--- src/rtl/cond_logic_pipe.sv ---
// Pipelined conditional-execution unit for the execute stage.
// Evaluates the 16 condition codes against an architectural NZCV register,
// gates the decoder write intents and updates the flags with per-group
// enables. Stall holds all state, and flush squashes the instruction.
// Optional IT-block sequencer: define COND_IT_BLOCK_EN to compile it in.
module cond_logic_pipe #(
  parameter logic [3:0]  RESET_FLAGS   = 4'b0000,
  parameter bit          COND_F_ALWAYS = 1'b1,
  parameter int unsigned IT_MAX        = 4
) (
  input  logic       clk,
  input  logic       reset,
  input  logic       valid_e,
  input  logic       stall_e,
  input  logic       flush_e,
  input  logic [3:0] Cond,
  input  logic [3:0] ALUFlags,
  input  logic [1:0] FlagW,
  input  logic       PCS,
  input  logic       RegW,
  input  logic       MemW,
  input  logic       NoWrite,
  input  logic       it_start,
  input  logic [3:0] it_firstcond,
  input  logic [1:0] it_len,
  input  logic [2:0] it_te,
  output logic       PCSrc,
  output logic       RegWrite,
  output logic       MemWrite,
  output logic       CondEx,
  output logic [3:0] Flags,
  output logic       it_active
);

  localparam logic [3:0] COND_AL = 4'hE;

  logic       go_c;
  logic       pass_c;
  logic [3:0] ec_c;
  logic [3:0] flags_q;
  logic [3:0] flags_d;

  // An instruction commits only when it is real, moving and not squashed
  assign go_c = valid_e & ~stall_e & ~flush_e & ~reset;

`ifdef COND_IT_BLOCK_EN
  localparam int unsigned SLOT_W  = 2;
  localparam logic [SLOT_W-1:0] LEN_MAX = SLOT_W'(IT_MAX - 1);

  typedef enum logic {
    IT_IDLE   = 1'b0,
    IT_ACTIVE = 1'b1
  } it_state_e;

  it_state_e         state_q, state_d;
  logic [SLOT_W-1:0] slot_q, slot_d;
  logic [SLOT_W-1:0] len_q, len_d;
  logic [3:0]        fc_q, fc_d;
  logic [2:0]        te_q, te_d;
  logic              then_c;
  logic [3:0]        slot_cond_c;

  // Slot condition: base condition, or its inverse for an else slot
  always_comb begin
    then_c = 1'b1;
    case (slot_q)
      2'd1:    then_c = te_q[0];
      2'd2:    then_c = te_q[1];
      2'd3:    then_c = te_q[2];
      default: then_c = 1'b1;
    endcase
    slot_cond_c = {fc_q[3:1], fc_q[0] ^ ~then_c};
  end

  // Effective condition: the IT instruction itself always executes
  always_comb begin
    ec_c = Cond;
    if (it_start) begin
      ec_c = COND_AL;
    end else if (state_q == IT_ACTIVE) begin
      ec_c = slot_cond_c;
    end
  end

  // IT sequencer next state: flush aborts, a new IT restarts the block
  always_comb begin
    state_d = state_q;
    slot_d  = slot_q;
    len_d   = len_q;
    fc_d    = fc_q;
    te_d    = te_q;
    if (valid_e && flush_e) begin
      state_d = IT_IDLE;
      slot_d  = '0;
    end else if (go_c) begin
      if (it_start) begin
        state_d = IT_ACTIVE;
        slot_d  = '0;
        fc_d    = it_firstcond;
        te_d    = it_te;
        len_d   = (it_len > LEN_MAX) ? LEN_MAX : it_len;
      end else if (state_q == IT_ACTIVE) begin
        if (slot_q == len_q) begin
          state_d = IT_IDLE;
          slot_d  = '0;
        end else begin
          slot_d = slot_q + SLOT_W'(1);
        end
      end
    end
  end

  // IT sequencer state register
  always_ff @(posedge clk or posedge reset) begin
    if (reset) begin
      state_q <= IT_IDLE;
      slot_q  <= '0;
      len_q   <= '0;
      fc_q    <= '0;
      te_q    <= '0;
    end else begin
      state_q <= state_d;
      slot_q  <= slot_d;
      len_q   <= len_d;
      fc_q    <= fc_d;
      te_q    <= te_d;
    end
  end

  assign it_active = (state_q == IT_ACTIVE);
`else
  logic unused_it;

  // Without the sequencer every instruction uses its own condition
  assign ec_c      = Cond;
  assign it_active = 1'b0;
  assign unused_it = ^{it_start, it_firstcond, it_len, it_te, 32'(IT_MAX)};
`endif

  // Condition-code evaluation against the architectural flags
  always_comb begin
    pass_c = 1'b0;
    case (ec_c)
      4'h0:    pass_c = flags_q[2];
      4'h1:    pass_c = ~flags_q[2];
      4'h2:    pass_c = flags_q[1];
      4'h3:    pass_c = ~flags_q[1];
      4'h4:    pass_c = flags_q[3];
      4'h5:    pass_c = ~flags_q[3];
      4'h6:    pass_c = flags_q[0];
      4'h7:    pass_c = ~flags_q[0];
      4'h8:    pass_c = flags_q[1] & ~flags_q[2];
      4'h9:    pass_c = ~flags_q[1] | flags_q[2];
      4'hA:    pass_c = (flags_q[3] == flags_q[0]);
      4'hB:    pass_c = (flags_q[3] != flags_q[0]);
      4'hC:    pass_c = ~flags_q[2] & (flags_q[3] == flags_q[0]);
      4'hD:    pass_c = flags_q[2] | (flags_q[3] != flags_q[0]);
      4'hE:    pass_c = 1'b1;
      default: pass_c = COND_F_ALWAYS;
    endcase
  end

  // Per-group flag update for committed, condition-passing instructions
  always_comb begin
    flags_d = flags_q;
    if (go_c && pass_c) begin
      if (FlagW[1]) flags_d[3:2] = ALUFlags[3:2];
      if (FlagW[0]) flags_d[1:0] = ALUFlags[1:0];
    end
  end

  // Architectural NZCV register
  always_ff @(posedge clk or posedge reset) begin
    if (reset) begin
      flags_q <= RESET_FLAGS;
    end else begin
      flags_q <= flags_d;
    end
  end

  assign Flags    = flags_q;
  assign CondEx   = pass_c;
  assign PCSrc    = PCS & pass_c & go_c;
  assign RegWrite = RegW & pass_c & ~NoWrite & go_c;
  assign MemWrite = MemW & pass_c & go_c;

endmodule

--- config.mk ---
export PLATFORM = sky130hd
export DESIGN_NAME = cond_logic_pipe
export DESIGN_NICKNAME = d
export VERILOG_FILES = /design/src/rtl/cond_logic_pipe.sv
export SDC_FILE = /design/constraint.sdc
export NUM_CORES = 1
export LEC_CHECK = 0
export ABC_AREA = 0
export BUFFER_PORTS_ARGS = -buffer_cell sky130_fd_sc_hd__buf_2
export CORE_AREA = 2 2 39 41
export DETAILED_ROUTE_END_ITERATION = 16
export DIE_AREA = 0 0 41 43
export GPL_ROUTABILITY_DRIVEN = 0
export PLACE_DENSITY = 0.71
export SLEW_MARGIN = 20
export SYNTH_ARGS = -nofsm -noshare
export SYNTH_HDL_FRONTEND = slang
export SYNTH_SLANG_ARGS = --single-unit
--- constraint.sdc ---
create_clock -name clk -period 2.4 [get_ports clk]
set_input_delay 0.24 -clock clk [delete_from_list [all_inputs] [get_ports clk]]
set_output_delay 0.24 -clock clk [all_outputs]
set_load 0.05 [all_outputs]
=== Word-level counts from Yosys, hierarchy flattened ===
Index checks and enable logic that the tools add are counted.

* Register bits after elaboration: 4
* Input port bits: 29

* Equality and inequality tests: 15
* Muxes and demuxes: 1
* Bitwise logic cells: 22
* Reduce and logical (&&, ||, !) cells: 4

{| class="wikitable"
|+ Operators with widths
! operator !! number
|-
| == test 4 bit (second input constant) || 6
|-
| == test 4 x 3 -> 1 bit (second input constant) || 4
|-
| one-hot mux 1 bit (14 select lines) || 1
|-
| AND 1 bit || 12
|-
| == test 4 x 2 -> 1 bit (second input constant) || 2
|-
| NOT 1 bit || 8
|-
| == test 4 x 1 -> 1 bit (second input constant) || 1
|-
| zero test 4 bit || 1
|-
| AND reduction 2 bit || 2
|-
| bitwise OR 1 bit || 2
|-
| == test 1 bit || 1
|-
| logical AND 1 bit || 1
|-
| inequality test 1 bit || 1
|}

=== Depth between registers and ports, before layout ===
* Word-level depth: 6
* Mapped depth: 6
* Depth with buffers taken out: 5

=== Worst setup path before layout ===
Ideal clock, no wire load.

* Path type: register to output
* Start: register flags_q[1], in the netlist Flags[1]
* End: output MemWrite
* Data arrival time: 2,605 ps
* Required time: 2,160 ps
* Slack: -445 ps
* Cell stages (with the launch flop): 6
* Buffers on the path: 0
* Cells stage by stage: dfrtp_1 -> or2b_2 -> o21ai_0 -> o311ai_2 -> and2_2 -> nor3b_1

* Cells in the longest elaborated chain, start to end: 5
* Elaborated cells on any way between the ends: 6

{| class="wikitable"
|+ RTL lines
! item !! line !! source
|-
| from (decl) || 40 || <nowiki>logic [3:0] flags_q;</nowiki>
|-
| from (signal assigned) || 177 || <nowiki>flags_q <= flags_d;</nowiki>
|-
| NOT 1 bit || 147, 153 ||
|-
| bitwise OR 1 bit || 153 || <nowiki>4'h9: pass_c = ~flags_q[1] | flags_q[2];</nowiki>
|-
| one-hot mux 1 bit (14 select lines) * || 143 || <nowiki>case (ec_c)</nowiki>
|-
| AND 1 bit * (2 in a row) || 185 || <nowiki>assign MemWrite = MemW & pass_c & go_c;</nowiki>
|-
| to (decl) || 29 || <nowiki>output logic MemWrite,</nowiki>
|}

Every way passes the cells marked *; elsewhere a longest branch is shown, timed or not.

=== Worst setup path in the final report ===
* Start: input reset
* End: output RegWrite

* Cells in the longest elaborated chain, start to end: 3

{| class="wikitable"
|+ RTL lines
! item !! line !! source
|-
| from (decl) || 12 || <nowiki>input logic reset,</nowiki>
|-
| NOT 1 bit || 44 || <nowiki>assign go_c = valid_e & ~stall_e & ~flush_e & ~reset;</nowiki>
|-
| AND 1 bit || 44 ||
|-
| AND 1 bit || 184 || <nowiki>assign RegWrite = RegW & pass_c & ~NoWrite & go_c;</nowiki>
|-
| to (decl) || 28 || <nowiki>output logic RegWrite,</nowiki>
|}

Every way passes these cells.

==> impl_metrics.tcl <==
set metrics [dict create \
    whs_endpoint "Flags[0]" \
    ir_drop_v 0.000377 \
    cp.arrival_ps 2090 \
    grt_max_degree 9 \
    cts.sinks 4 \
    path_cells "dlygate4sd3_1 > buf_2 > or4b_2 > nor4b_2 > buf_2" \
    p_seq_frac 0.267 \
    crit_type "in2out" \
    cts_tree "done" \
    nNetsFinal 106 \
    antenna_left 0 \
    worstPathMaxFanout 3 \
    die_x_um 41 \
    total_power_uw 421 \
    synth.distinct_cells 28 \
    hold_violations 0 \
    fin_worst_skew_ps 1.35 \
    initial_core_util 0.312 \
    period_minus_slack_ps 2330 \
    outcome "finished, final reports clean" \
    synth-seq-area-share 0.232 \
    multi_input_area_um2 299 \
    cts_root_buf "clkbuf_4" \
    drive_above_1_share 0.547 \
    synthesis.area_um2 432 \
    largest_reg_flops 4 \
    r2r_end "Flags[1]" \
    cpMostUsedCell "buf_2" \
    hold_class "in2reg" \
    vias 438 \
    hold_ws_ps 243 \
    cts-buffers-inserted 3 \
    htreeDepth 1 \
    fmax_ghz 0.430 \
    grt_first_pass_wirelength_mm 1.58 \
    grt.overflow.total 0 \
    clkPwrFrac 0.190 \
    dpl.hpwl_um 771 \
    drc 0 \
    cts_setup_buffers 0 \
    r2r_setup_slack_ps 630 \
    firstDrtPassIters 4 \
    reg2reg_depth 5 \
    cpPeakStageDelay_ps 660 \
    io_pins 38 \
    dr.first_iter.drc_count 3 \
    comb_power_share 0.543 \
    design.die.area_mm2 0.00176 \
    n_fill_cell 154 \
    setup.worst_path.start_class "input pin" \
    areaGrowthSynthToFinish_pct 37.4 \
    end_kind "primary output" \
    viasPerCell 4.81 \
    p_leak_uw 0.000290 \
    antennaDiodeCount 0 \
    syn_avg_cell_area_um2 9.18 \
    slew_violations 0 \
    synth_warnings 0 \
    clkTransAtPathRegs_ps 40 \
    dieHeight_um 43 \
    startpoint "reset" \
    ys_ff_latch 4 \
    cts_max_path_buffers 2 \
    drv_cap 0 \
    grt_pass1_vias 415 \
    hold_start "ALUFlags[0]" \
    grt_setup_unrepaired "false" \
    p_sw_uw 196 \
    p_int_uw 224 \
    hold_depth 2 \
    regArea_um2 100 \
    antenna_found_initial 0 \
    critPathRequiredTime_ps 2160 \
    io_buffers 26 \
    period_share 0.969 \
    core_area_mm2 0.00138 \
    grt_usage 0.130 \
    synth_cells 47 \
    power.density_mw_per_mm2 709 \
    setup_tns_ps 0 \
    clk_latency_ps 230 \
    reg2reg_from "Flags[1]" \
    slowest_stage "or4b_2" \
    fp-row-count 14 \
    wl_um 956 \
    switching_share 0.467 \
    post_drt_wl_per_cell_um 10.5 \
    setup_viol 0 \
    syn-num-nets 76 \
]
synthesized netlist by cell type, drive strengths merged:
cell	n	share of area
dfrtp	4	0.23
inv	3	0.026
nor4b	2	0.055
and2	2	0.035
a211oi	1	0.029
a32o	1	0.023
o32ai	1	0.020
nor2	2	0.017
mux2i	1	0.023
or2b	1	0.020
nand2b	1	0.015
xor2	2	0.041
nand3b	1	0.017
xnor2	2	0.041
o21ai	2	0.023
nor3b	3	0.052
a21oi	2	0.023
o311ai	1	0.038
mux2	4	0.10
nand2	3	0.026
a21o	1	0.020
buf	1	0.017
nand3	2	0.023
clkbuf	1	0.032
conb	1	0.0087
and3	1	0.015
or4b	1	0.023
routing by layer:
metal  vias up  share of wire  global-route usage
li1        227              -                   -
met1       203           0.39               0.150
met2         8           0.57               0.213
met3         0          0.044              0.0157
met4         0              0              0.0800
met5         -              0                   0
power groups by stage:
stage / logic, uW / registers [uW] / clock network, uW
detailed placement: 228 / 114 / 0
global placement: 226 / 113 / 0
floorplan: 114 / 174 / 0
CTS: 230 / 113 / 85.5
finish: 228 / 113 / 79.8
global route: 246 / 117 / 90.2
critical path: cells and delay by family:
kind | cells | cell delay (ps)
buffers and inverters | 3 | 960
AND/OR/NAND/NOR | 2 | 880
repair_timing:
item	CTS	global route
hold buffers	1	0
hold endpoints to repair	4	0
gates resized for setup	0	0
final cells by class:
class / instances / area share
multi-input cells: 38 / 0.504
repair buffers: 27 / 0.236
flip-flops and latches: 4 / 0.169
clock buffers: 3 / 0.0380
well taps: 16 / 0.0338
inverters: 3 / 0.0190
cells by family after synthesis:
logic type / count (synthesis) / share of synthesized area
compound gates: 9 / 0.177
xor+xnor: 4 / 0.0812
other cells: 1 / 0.00869
flops: 4 / 0.232
mux: 5 / 0.128
simple gates: 19 / 0.299
buf+inv: 5 / 0.0754
placed cells by master (no fill, tap or decap), types with 2 or more instances in the layout:
| master | instances |
|---|---|
| xor2_1 | 2 |
| clkbuf_4 | 3 |
| dfrtp_1 | 4 |
| xnor2_1 | 2 |
| nand3_1 | 2 |
| a21oi_1 | 2 |
| nor2_1 | 2 |
| inv_1 | 3 |
| nor3b_1 | 3 |
| o21ai_0 | 2 |
| buf_2 | 26 |
| nand2_1 | 3 |
| mux2_2 | 4 |
| and2_2 | 2 |
through the flow:
step | worst slack [ps] | instance area [um^2] | utilization | cells
after global routing | 5.47 | 593 | 0.429 | 91
after global placement | 356 | 561 | 0.405 | 87
after CTS | 68.8 | 593 | 0.429 | 91
after floorplan | -445 | 432 | - | 47
final | 73.3 | 593 | 0.429 | 91
after detailed placement | 331 | 561 | 0.405 | 87
how the worst max path moves through the flow:
stage	end	slack (ps)	depth (start not counted)
CTS	RegWrite	70	5
global placement	RegWrite	360	7
floorplan	MemWrite	-450	5
global route	RegWrite	5	5
finish	RegWrite	70	5
detailed placement	RegWrite	330	7
Note: power is estimated with default switching activity, not from simulation.
